File: src/rtl/axi_burst_traffic_gen_pkg.sv
// Shared constants for the AXI burst traffic generator.
// AXI encodings, FSM state codes and throttle LFSR taps.
package axi_burst_traffic_gen_pkg;

    localparam logic [1:0] BURST_INCR = 2'b01;
    localparam logic [1:0] RESP_OKAY  = 2'b00;

    localparam logic [2:0] S_IDLE = 3'd0;
    localparam logic [2:0] S_AW   = 3'd1;
    localparam logic [2:0] S_W    = 3'd2;
    localparam logic [2:0] S_B    = 3'd3;
    localparam logic [2:0] S_AR   = 3'd4;
    localparam logic [2:0] S_R    = 3'd5;
    localparam logic [2:0] S_DONE = 3'd6;

    // x^16 + x^14 + x^13 + x^11 + 1, right-shifting Galois form
    localparam logic [15:0] LFSR_TAPS = 16'hB400;

endpackage

File: src/rtl/axi_burst_traffic_gen_lfsr.sv
// 16-bit Galois LFSR producing the valid/ready throttle gate.
// Advances every cycle; gate is the current LSB.
module axi_tg_lfsr
    import axi_burst_traffic_gen_pkg::*;
#(
    parameter logic [15:0] SEED = 16'hACE1
) (
    input  logic clk_i,
    input  logic rst_ni,
    output logic gate_o
);

    logic [15:0] lfsr_q;
    logic [15:0] lfsr_d;

    assign lfsr_d = {1'b0, lfsr_q[15:1]} ^ (lfsr_q[0] ? LFSR_TAPS : 16'h0000);
    assign gate_o = lfsr_q[0];

    always_ff @(posedge clk_i or negedge rst_ni) begin
        if (!rst_ni) begin
            lfsr_q <= SEED;
        end else begin
            lfsr_q <= lfsr_d;
        end
    end

endmodule

File: src/rtl/axi_burst_traffic_gen.sv
// AXI4 master: per run, NUM_BURSTS x (INCR write, B, INCR read-back, compare).
// One burst outstanding; sticky error flag and saturating error count.
module axi_burst_traffic_gen
    import axi_burst_traffic_gen_pkg::*;
#(
    parameter int          C_M_AXI_ID_WIDTH   = 2,
    parameter int          C_M_AXI_DATA_WIDTH = 32,
    parameter int          C_M_AXI_ADDR_WIDTH = 5,
    parameter int          BURST_LEN          = 8,
    parameter int          NUM_BURSTS         = 4,
    parameter int          ADDR_BASE          = 0,
    parameter bit          OPT_THROTTLE       = 1'b0,
    parameter logic [15:0] LFSR_SEED          = 16'hACE1
) (
    input  logic                              M_AXI_ACLK,
    input  logic                              M_AXI_ARESETN,
    input  logic                              start,
    output logic                              busy,
    output logic                              done,
    output logic                              error,
    output logic [15:0]                       err_count,
    output logic [C_M_AXI_ID_WIDTH-1:0]       M_AXI_AWID,
    output logic [C_M_AXI_ADDR_WIDTH-1:0]     M_AXI_AWADDR,
    output logic [7:0]                        M_AXI_AWLEN,
    output logic [2:0]                        M_AXI_AWSIZE,
    output logic [1:0]                        M_AXI_AWBURST,
    output logic                              M_AXI_AWVALID,
    input  logic                              M_AXI_AWREADY,
    output logic [C_M_AXI_DATA_WIDTH-1:0]     M_AXI_WDATA,
    output logic [C_M_AXI_DATA_WIDTH/8-1:0]   M_AXI_WSTRB,
    output logic                              M_AXI_WLAST,
    output logic                              M_AXI_WVALID,
    input  logic                              M_AXI_WREADY,
    input  logic [C_M_AXI_ID_WIDTH-1:0]       M_AXI_BID,
    input  logic [1:0]                        M_AXI_BRESP,
    input  logic                              M_AXI_BVALID,
    output logic                              M_AXI_BREADY,
    output logic [C_M_AXI_ID_WIDTH-1:0]       M_AXI_ARID,
    output logic [C_M_AXI_ADDR_WIDTH-1:0]     M_AXI_ARADDR,
    output logic [7:0]                        M_AXI_ARLEN,
    output logic [2:0]                        M_AXI_ARSIZE,
    output logic [1:0]                        M_AXI_ARBURST,
    output logic                              M_AXI_ARVALID,
    input  logic                              M_AXI_ARREADY,
    input  logic [C_M_AXI_ID_WIDTH-1:0]       M_AXI_RID,
    input  logic [C_M_AXI_DATA_WIDTH-1:0]     M_AXI_RDATA,
    input  logic [1:0]                        M_AXI_RRESP,
    input  logic                              M_AXI_RLAST,
    input  logic                              M_AXI_RVALID,
    output logic                              M_AXI_RREADY
);

    localparam int IW = C_M_AXI_ID_WIDTH;
    localparam int DW = C_M_AXI_DATA_WIDTH;
    localparam int AW = C_M_AXI_ADDR_WIDTH;
    localparam int BW = $clog2(NUM_BURSTS) + 1;
    localparam int BURST_BYTES = BURST_LEN * (DW / 8);

    logic [2:0]    state_q, state_d;
    logic [BW-1:0] burst_q, burst_d;
    logic [8:0]    beat_q, beat_d;
    logic [15:0]   tag_q, tag_d;
    logic [15:0]   errcnt_q, errcnt_d;
    logic          error_q, error_d;
    logic          awvalid_q, awvalid_d;
    logic          wvalid_q, wvalid_d;
    logic          arvalid_q, arvalid_d;
    logic          gate;

    if (OPT_THROTTLE) begin : g_lfsr
        axi_tg_lfsr #(.SEED(LFSR_SEED)) u_lfsr (
            .clk_i (M_AXI_ACLK),
            .rst_ni(M_AXI_ARESETN),
            .gate_o(gate)
        );
    end else begin : g_nolfsr
        assign gate = 1'b1;
    end

    logic          last_beat, last_burst;
    logic [IW-1:0] exp_id;
    logic [31:0]   idx, offs;
    logic [DW-1:0] tag_rep, pattern;
    logic [AW-1:0] addr;
    logic          bhs, rhs, b_bad, r_bad, bump;

    assign last_beat  = (beat_q == 9'(BURST_LEN - 1));
    assign last_burst = (burst_q == BW'(NUM_BURSTS - 1));
    assign exp_id     = IW'(burst_q);
    assign idx        = 32'(burst_q) * 32'(BURST_LEN) + 32'(beat_q);
    assign offs       = 32'(burst_q) * 32'(BURST_BYTES);
    assign addr       = AW'(32'(ADDR_BASE) + offs);

    always_comb begin
        tag_rep = '0;
        for (int i = 0; i < DW; i++) begin
            tag_rep[i] = tag_q[i % 16];
        end
    end

    assign pattern = DW'(idx) ^ tag_rep;

    assign bhs   = M_AXI_BVALID && M_AXI_BREADY;
    assign rhs   = M_AXI_RVALID && M_AXI_RREADY;
    assign b_bad = (M_AXI_BRESP != RESP_OKAY) || (M_AXI_BID != exp_id);
    assign r_bad = (M_AXI_RRESP != RESP_OKAY) || (M_AXI_RID != exp_id) ||
                   (M_AXI_RDATA != pattern) || (M_AXI_RLAST != last_beat);
    assign bump  = (bhs && b_bad) || (rhs && r_bad);

    always_comb begin
        state_d   = state_q;
        burst_d   = burst_q;
        beat_d    = beat_q;
        tag_d     = tag_q;
        errcnt_d  = errcnt_q;
        error_d   = error_q;
        awvalid_d = awvalid_q;
        wvalid_d  = wvalid_q;
        arvalid_d = arvalid_q;

        if (bump) begin
            error_d = 1'b1;
            if (errcnt_q != 16'hFFFF) errcnt_d = errcnt_q + 16'd1;
        end

        unique case (state_q)
            S_IDLE: begin
                if (start) begin
                    state_d  = S_AW;
                    burst_d  = '0;
                    beat_d   = '0;
                    error_d  = 1'b0;
                    errcnt_d = '0;
                end
            end
            S_AW: begin
                if (!awvalid_q) begin
                    awvalid_d = gate;
                end else if (M_AXI_AWREADY) begin
                    awvalid_d = 1'b0;
                    state_d   = S_W;
                end
            end
            S_W: begin
                if (!wvalid_q) begin
                    wvalid_d = gate;
                end else if (M_AXI_WREADY) begin
                    beat_d   = beat_q + 9'd1;
                    wvalid_d = !last_beat && gate;
                    if (last_beat) begin
                        beat_d  = '0;
                        state_d = S_B;
                    end
                end
            end
            S_B: begin
                if (bhs) state_d = S_AR;
            end
            S_AR: begin
                if (!arvalid_q) begin
                    arvalid_d = gate;
                end else if (M_AXI_ARREADY) begin
                    arvalid_d = 1'b0;
                    state_d   = S_R;
                end
            end
            S_R: begin
                // burst ends on beat count; a missing RLAST is only flagged
                if (rhs) begin
                    beat_d = beat_q + 9'd1;
                    if (last_beat) begin
                        beat_d = '0;
                        if (last_burst) begin
                            state_d = S_DONE;
                        end else begin
                            burst_d = burst_q + BW'(1);
                            state_d = S_AW;
                        end
                    end
                end
            end
            S_DONE: begin
                state_d = S_IDLE;
                tag_d   = tag_q + 16'd1;
            end
            default: state_d = S_IDLE;
        endcase
    end

    always_ff @(posedge M_AXI_ACLK or negedge M_AXI_ARESETN) begin
        if (!M_AXI_ARESETN) begin
            state_q   <= S_IDLE;
            burst_q   <= '0;
            beat_q    <= '0;
            tag_q     <= '0;
            errcnt_q  <= '0;
            error_q   <= 1'b0;
            awvalid_q <= 1'b0;
            wvalid_q  <= 1'b0;
            arvalid_q <= 1'b0;
        end else begin
            state_q   <= state_d;
            burst_q   <= burst_d;
            beat_q    <= beat_d;
            tag_q     <= tag_d;
            errcnt_q  <= errcnt_d;
            error_q   <= error_d;
            awvalid_q <= awvalid_d;
            wvalid_q  <= wvalid_d;
            arvalid_q <= arvalid_d;
        end
    end

    assign busy      = (state_q != S_IDLE);
    assign done      = (state_q == S_DONE);
    assign error     = error_q;
    assign err_count = errcnt_q;

    assign M_AXI_AWID    = exp_id;
    assign M_AXI_AWADDR  = addr;
    assign M_AXI_AWLEN   = 8'(BURST_LEN - 1);
    assign M_AXI_AWSIZE  = 3'($clog2(DW / 8));
    assign M_AXI_AWBURST = BURST_INCR;
    assign M_AXI_AWVALID = awvalid_q;

    assign M_AXI_WDATA  = pattern;
    assign M_AXI_WSTRB  = '1;
    assign M_AXI_WLAST  = last_beat;
    assign M_AXI_WVALID = wvalid_q;

    assign M_AXI_BREADY = (state_q == S_B) && gate;

    assign M_AXI_ARID    = exp_id;
    assign M_AXI_ARADDR  = addr;
    assign M_AXI_ARLEN   = 8'(BURST_LEN - 1);
    assign M_AXI_ARSIZE  = 3'($clog2(DW / 8));
    assign M_AXI_ARBURST = BURST_INCR;
    assign M_AXI_ARVALID = arvalid_q;

    assign M_AXI_RREADY = (state_q == S_R) && gate;

endmodule

File: config.mk
export PLATFORM = sky130hd
export DESIGN_NAME = axi_burst_traffic_gen
export DESIGN_NICKNAME = d
export VERILOG_FILES = /design/src/rtl/axi_burst_traffic_gen_pkg.sv /design/src/rtl/axi_burst_traffic_gen_lfsr.sv /design/src/rtl/axi_burst_traffic_gen.sv
export SDC_FILE = /design/constraint.sdc
export NUM_CORES = 1
export LEC_CHECK = 0
export CAP_MARGIN = 40
export CORE_MARGIN = 1.5
export CORE_UTILIZATION = 50
export CTS_BUF_LIST = sky130_fd_sc_hd__clkbuf_4 sky130_fd_sc_hd__clkbuf_8
export CTS_CLUSTER_SIZE = 24
export DETAILED_ROUTE_END_ITERATION = 6
export DONT_BUFFER_PORTS = 1
export GPL_TIMING_DRIVEN = 1
export PLACE_DENSITY = 0.67
export REMOVE_ABC_BUFFERS = 1
export SLEW_MARGIN = 5
export SYNTH_ARGS = -nofsm -noshare
export SYNTH_HDL_FRONTEND = slang
export SYNTH_SLANG_ARGS = --single-unit
File: constraint.sdc
create_clock -name M_AXI_ACLK -period 3.2 [get_ports M_AXI_ACLK]
set_input_delay 0.16 -clock M_AXI_ACLK [delete_from_list [all_inputs] [get_ports M_AXI_ACLK]]
set_output_delay 0.16 -clock M_AXI_ACLK [all_outputs]
set_load 0.05 [all_outputs]
; ---- Word-level counts from Yosys, hierarchy flattened
; Index checks and enable logic that the tools add are counted.
[word_totals]
output_inout_bits = 101
word_cells = 96
input_bits = 49
reg_bits = 51
[classes]
reduce_logical = 19
addsub = 5
n_bitwise = 1
muxes = 37
n_eq_ne = 25
[op_table]
columns = op, count
row1 = two-way mux 16 bit, 4
row2 = two-way mux 3 bit, 16
row3 = two-way mux 9 bit, 5
row4 = adder 16 x 1 -> 16 bit (second input constant), 2
row5 = inequality test 32 bit, 1
row6 = XOR 10 x 32 -> 32 bit, 1
row7 = case mux 9 bit (3 select lines), 1
row8 = inequality test 2 bit (second input constant), 9
row9 = case mux 3 bit (6 select lines), 1
row10 = inequality test 16 bit (second input constant), 1
row11 = AND reduction 11 bit, 1
row12 = adder 6 x 9 -> 10 bit, 1
row13 = AND reduction 5 bit, 2
row14 = adder 9 x 1 -> 9 bit (second input constant), 1
row15 = == test 3 x 2 -> 1 bit (second input constant), 3
row16 = == test 3 bit (second input constant), 3
row17 = == test 9 x 3 -> 1 bit (second input constant), 1
row18 = two-way mux 1 bit, 9
row19 = inequality test 2 x 1 -> 1 bit (second input constant), 3
row20 = case mux 3 bit (2 select lines), 1
row21 = nonzero test 2 bit, 3
row22 = nonzero test 3 bit, 2
row23 = logical OR 1 bit, 5
row24 = logical AND 1 bit, 4
row25 = other kinds (6), 7

; ---- Longest topological paths before layout
[logic_depth]
word_depth = 10
mapped_depth = 11
ltp_nobuf = 10

; ---- Worst setup path after synthesis
; No wires, ideal clock.
[synth_path]
path_kind = reg-to-reg
start = register burst_q[0]
end = register errcnt_q[1] (netlist: err_count[1])
setup_time_ns = 0.120
period_less_slack_ns = 3.594
setup_slack_ns = -0.394
path_stages_with_launch = 12
required_ns = 3.080
t_arrival_ns = 3.475
cell_sequence = dfrtp_1 -> ha_1 -> inv_1 -> fa_1 -> xnor2_1 -> xor2_1 -> a31oi_1 -> nand4_1 -> or4_4 -> buf_6 -> and3_1 -> a31o_1
[synth_via]
elab_chain_len = 10
[synth_lines]
columns = item, line
row1 = from (decl), axi_burst_traffic_gen.sv:60  ; logic [BW-1:0] burst_q, burst_d;
row2 = from (signal assigned), axi_burst_traffic_gen.sv:203  ; burst_q <= burst_d;
row3 = adder 6 x 9 -> 10 bit *, axi_burst_traffic_gen.sv:90  ; assign idx = 32'(burst_q) * 32'(BURST_LEN) + 32'(beat_q);
row4 = XOR 10 x 32 -> 32 bit *, axi_burst_traffic_gen.sv:101  ; assign pattern = DW'(idx) ^ tag_rep;
row5 = net M_AXI_WDATA[4], axi_burst_traffic_gen.sv:29  ; output logic [C_M_AXI_DATA_WIDTH-1:0] M_AXI_WDATA,
row6 = inequality test 32 bit *, axi_burst_traffic_gen.sv:107  ; (M_AXI_RDATA != pattern) || (M_AXI_RLAST != last_beat);
row7 = logical OR 1 bit *, axi_burst_traffic_gen.sv:106  ; assign r_bad = (M_AXI_RRESP != RESP_OKAY) || (M_AXI_RID != exp_id) ||
row8 = logical OR 1 bit *, axi_burst_traffic_gen.sv:107
row9 = logical AND 1 bit *, axi_burst_traffic_gen.sv:108  ; assign bump = (bhs && b_bad) || (rhs && r_bad);
row10 = logical OR 1 bit *, axi_burst_traffic_gen.sv:108
row11 = two-way mux 16 bit *, axi_burst_traffic_gen.sv:121  ; if (bump) begin
row12 = two-way mux 16 bit, axi_burst_traffic_gen.sv:128  ; if (start) begin
row13 = two-way mux 16 bit *, axi_burst_traffic_gen.sv:126  ; unique case (state_q)
row14 = net errcnt_d[1], axi_burst_traffic_gen.sv:63  ; logic [15:0] errcnt_q, errcnt_d;
row15 = to (signal assigned), axi_burst_traffic_gen.sv:206  ; errcnt_q <= errcnt_d;
row16 = to (decl), axi_burst_traffic_gen.sv:63
; The timed path passes the listed nets; every way through them passes the cells marked *.
; A chain may end at the register's enable or synchronous reset.

; ---- Final worst setup path
[layout_path]
start = register burst_q[0]
end = register errcnt_q[1] (netlist: err_count[1])
[layout_via]
elab_chain_len = 10
[layout_lines]
columns = item, line
row1 = adder 6 x 9 -> 10 bit, axi_burst_traffic_gen.sv:90
row2 = XOR 10 x 32 -> 32 bit, axi_burst_traffic_gen.sv:101
row3 = inequality test 32 bit, axi_burst_traffic_gen.sv:107
row4 = logical OR 1 bit, axi_burst_traffic_gen.sv:106
row5 = logical OR 1 bit, axi_burst_traffic_gen.sv:107
row6 = logical AND 1 bit, axi_burst_traffic_gen.sv:108
row7 = logical OR 1 bit *, axi_burst_traffic_gen.sv:108
row8 = two-way mux 16 bit *, axi_burst_traffic_gen.sv:121
row9 = two-way mux 16 bit, axi_burst_traffic_gen.sv:128
row10 = two-way mux 16 bit *, axi_burst_traffic_gen.sv:126
row11 = net errcnt_d[1], axi_burst_traffic_gen.sv:63
; Marked as above.

==> results.cfg <==
[routing]
ant_nets = 0
via_count = 2958
drtIter0Drc = 214
drc = 0
viasPerCell = 5.39
first_pass_iters = 5
wl_per_cell_um = 15.6
drt-total-wl_um = 8570

[synthesis]
synth_seq_area_share_pct = 33.4
postSynthAreaPerCell_um2 = 9.00
ys.flop_type = dfrtp_1
synth_top_area_share_pct = 33.4
synth_area_um2 = 3820
yosysWarnings = 0
synth-seq-cells = 51
synth_edf_count = 0
synthCells = 425
synth_area_leaders = dfrtp_1 33%, xnor2_1 10%, buf_4 9.8%
async_flop_share_pct = 100
synth_top_cell_by_area = dfrtp_1
synth.distinct_cells = 53

[timing]
max-slew-margin-rel_pct = 49.2
tightest_slew_ns = 0.760
worst_hold_slack_ns = 0.0319
setup_viol = 0
report.final.slew_viol_count = 0
rsz0062_at_grt = no
timing.final.crit_share_pct = 94.7
fin_skew_ns = 0.0115
hold_violations = 0
fin_ws_ns = 0.170
clock.fmax_mhz = 330
fin_crit_ns = 3.03

[floorplan]
die_h_um = 90.5
die_x_um = 90.5
core_um2 = 7330
num_rows = 31
dieArea_um2 = 8180
initial_core_util_pct = 52.2
io_pins = 150

[grt]
grt_max_degree = 52
grt_first_pass_wirelength_um = 13600
antenna_found_initial = 0
grt-ovfl-total = 0
grtUsageTotal_pct = 20.8
first_global_vias = 2667

[cts]
clk_latency_ns = 0.32
cts_buffers = 5
cts_tree = yes
postCtsSetupBuffers = 0
htree_levels = 2
clk_path_buf_depth = 2
clockRootBuffer = clkbuf_8
clk_pin_slew_worst_paths_ns = 0.11
cts_sinks = 51

[worst_setup_path]
arrival_ns = 3.25
reg2reg_slack_ns = 0.17
critical_path_required_ns = 3.42
start_kind = flip-flop
end_kind = flip-flop
crit_type = flip-flop to flip-flop
cp_max_fo = 5

[layout]
antenna_cells = 0
fin_nets = 507
syn_to_final_growth_pct = 7.72
utilization_pct = 56.2
fin_area_um2 = 4120
drive_above_1_share_pct = 14.4
fillers = 648

[run]
cap_violations = 0

[placement]
numPortBuffers = 0
place.gp.congestion = 0.819
placed_cell_area_um2 = 3960
place_hpwl_um = 6420
place_ws_ns = 0.0743

[status]
status = finished clean

[pwr]
vdd_drop_max_uv = 546
p_leak_nw = 1.99
p_per_area_nw_per_um2 = 661
p_total_mw = 2.72

[hold_path]
hp-class = input port to flip-flop
==> placed cells by master, fill, tap and decap left out, types with 2 or more instances in the layout <==
master	n
nor2b_1	4
nand4_1	15
buf_4	43
nand3_1	15
nor2_1	26
o2111ai_1	2
clkbuf_8	5
inv_1	12
a21oi_1	7
xnor2_1	45
nand4b_1	2
ha_1	8
a31oi_1	7
a211oi_1	4
nor4_1	2
mux2i_1	15
xor2_1	19
and3_1	17
nor3b_1	5
nor3_1	4
dfrtp_1	51
and4_1	2
nand2b_1	11
o21ai_0	8
nand2_1	43
or3_1	3
a21o_1	2
mux2_2	3
or4_4	4
conb_1	40
==> report_power, final <==
part,internal [mW],leakage [nW],switching (mW),total [mW]
combinational,0.410,1.26,0.936,1.35
clock,0.163,0.0467,0.244,0.406
sequential,0.745,0.687,0.228,0.973
total,1.32,1.99,1.41,2.72
==> sequential cells by signal (all words and copies together) (netlist names) <==
signal / cells
M_AXI_ARVALID: 1
M_AXI_AWVALID: 1
M_AXI_WVALID: 1
beat_q: 9
burst_q: 3
err_count: 16
error: 1
state_q: 3
tag_q: 16
==> cells by family (layout without fill, tap and decap cells) <==
kind of cell	after synthesis	in the layout	synth area share [%]
and+or+nand+nor	159	161	21.9
buffers and inverters	80	65	13.1
xor gates and xnor gates	67	67	16.3
DFF	51	51	33.4
AOI/OAI and AO/OA	38	38	6.64
muxes	19	19	5.40
adders and majority gates	9	9	3.14
other	2	40	0.196
==> metal layers <==
layer | global-route usage (%) | part of all wire, % | vias up
met5 | 0 | 0 | -
met4 | 6.61 | 1.4 | 0
met3 | 5.13 | 7.2 | 9
met2 | 33.6 | 48 | 131
met1 | 27.2 | 43 | 1398
li1 | - | - | 1420
==> metrics by stage <==
| stage | setup TNS (ns) | cells |
|---|---|---|
| 2_1_floorplan | -16.32 | 395 |
| 3_3_place_gp | 0 | 537 |
| 3_5_place_dp | 0 | 537 |
| 4_1_cts | 0 | 547 |
| 5_1_grt | 0 | 549 |
| 6_report | 0 | 549 |
==> worst max-delay path: stages, from the launching register on <==
cell and delay [ns]:
dfrtp_1 0.36, ha_1 0.17, inv_1 0.06, fa_1 0.40, nor2b_1 0.17, o21ai_0 0.16
xor2_1 0.20, or4_4 0.56, or4_4 0.48, and3_1 0.20, a31o_1 0.18
==> cell usage after synthesis, drive strengths merged (2+ instances only) <==
| cell type | instances |
|---|---|
| and4 | 3 |
| mux2i | 15 |
| and2 | 2 |
| clkbuf | 14 |
| nand3 | 15 |
| ha | 8 |
| nand4 | 15 |
| nor3 | 4 |
| o2111ai | 2 |
| or4 | 3 |
| nor4 | 2 |
| a31oi | 7 |
| a21oi | 7 |
| dfrtp | 51 |
| a21o | 2 |
| xnor2 | 45 |
| nor2 | 26 |
| mux2 | 3 |
| conb | 2 |
| nor2b | 4 |
| nor3b | 5 |
| xor2 | 20 |
| nand2 | 43 |
| nand2b | 11 |
| o21ai | 8 |
| or3 | 3 |
| a211oi | 4 |
| nand4b | 2 |
| inv | 12 |
| and3 | 17 |
| buf | 54 |
==> area by class of cell <==
| cell class | instances | area [um^2] | area share [%] |
|---|---|---|---|
| inverter | 12 | 45.0 | 1.09 |
| clock inverter | 3 | 27.5 | 0.668 |
| sequential | 51 | 1280 | 31.0 |
| clock buffer | 5 | 68.8 | 1.67 |
| multi-input combinational | 334 | 2220 | 53.8 |
| timing repair buffer | 45 | 360 | 8.75 |
| tap | 99 | 124 | 3.01 |
==> final timing paths <==
kind / from / end / cells after the start
setup / recovery: burst_q[0] / err_count[1] / 10
hold / removal: M_AXI_BVALID / state_q[2] / 2
setup reg to reg: burst_q[0] / err_count[1] / 10
hold reg to reg: beat_q[0] / beat_q[0] / 1
max in group asynchronous: M_AXI_ARESETN / tag_q[3] / 2
min in group asynchronous: M_AXI_ARESETN / err_count[1] / 2
==> repair_timing <==
item,4_1_cts,5_1_grt
hold buffers,2,0
endpoints found under the hold margin,51,0
setup endpoints to repair,0,12
resized for setup,0,3
Note: power is estimated with default switching activity, not from simulation.
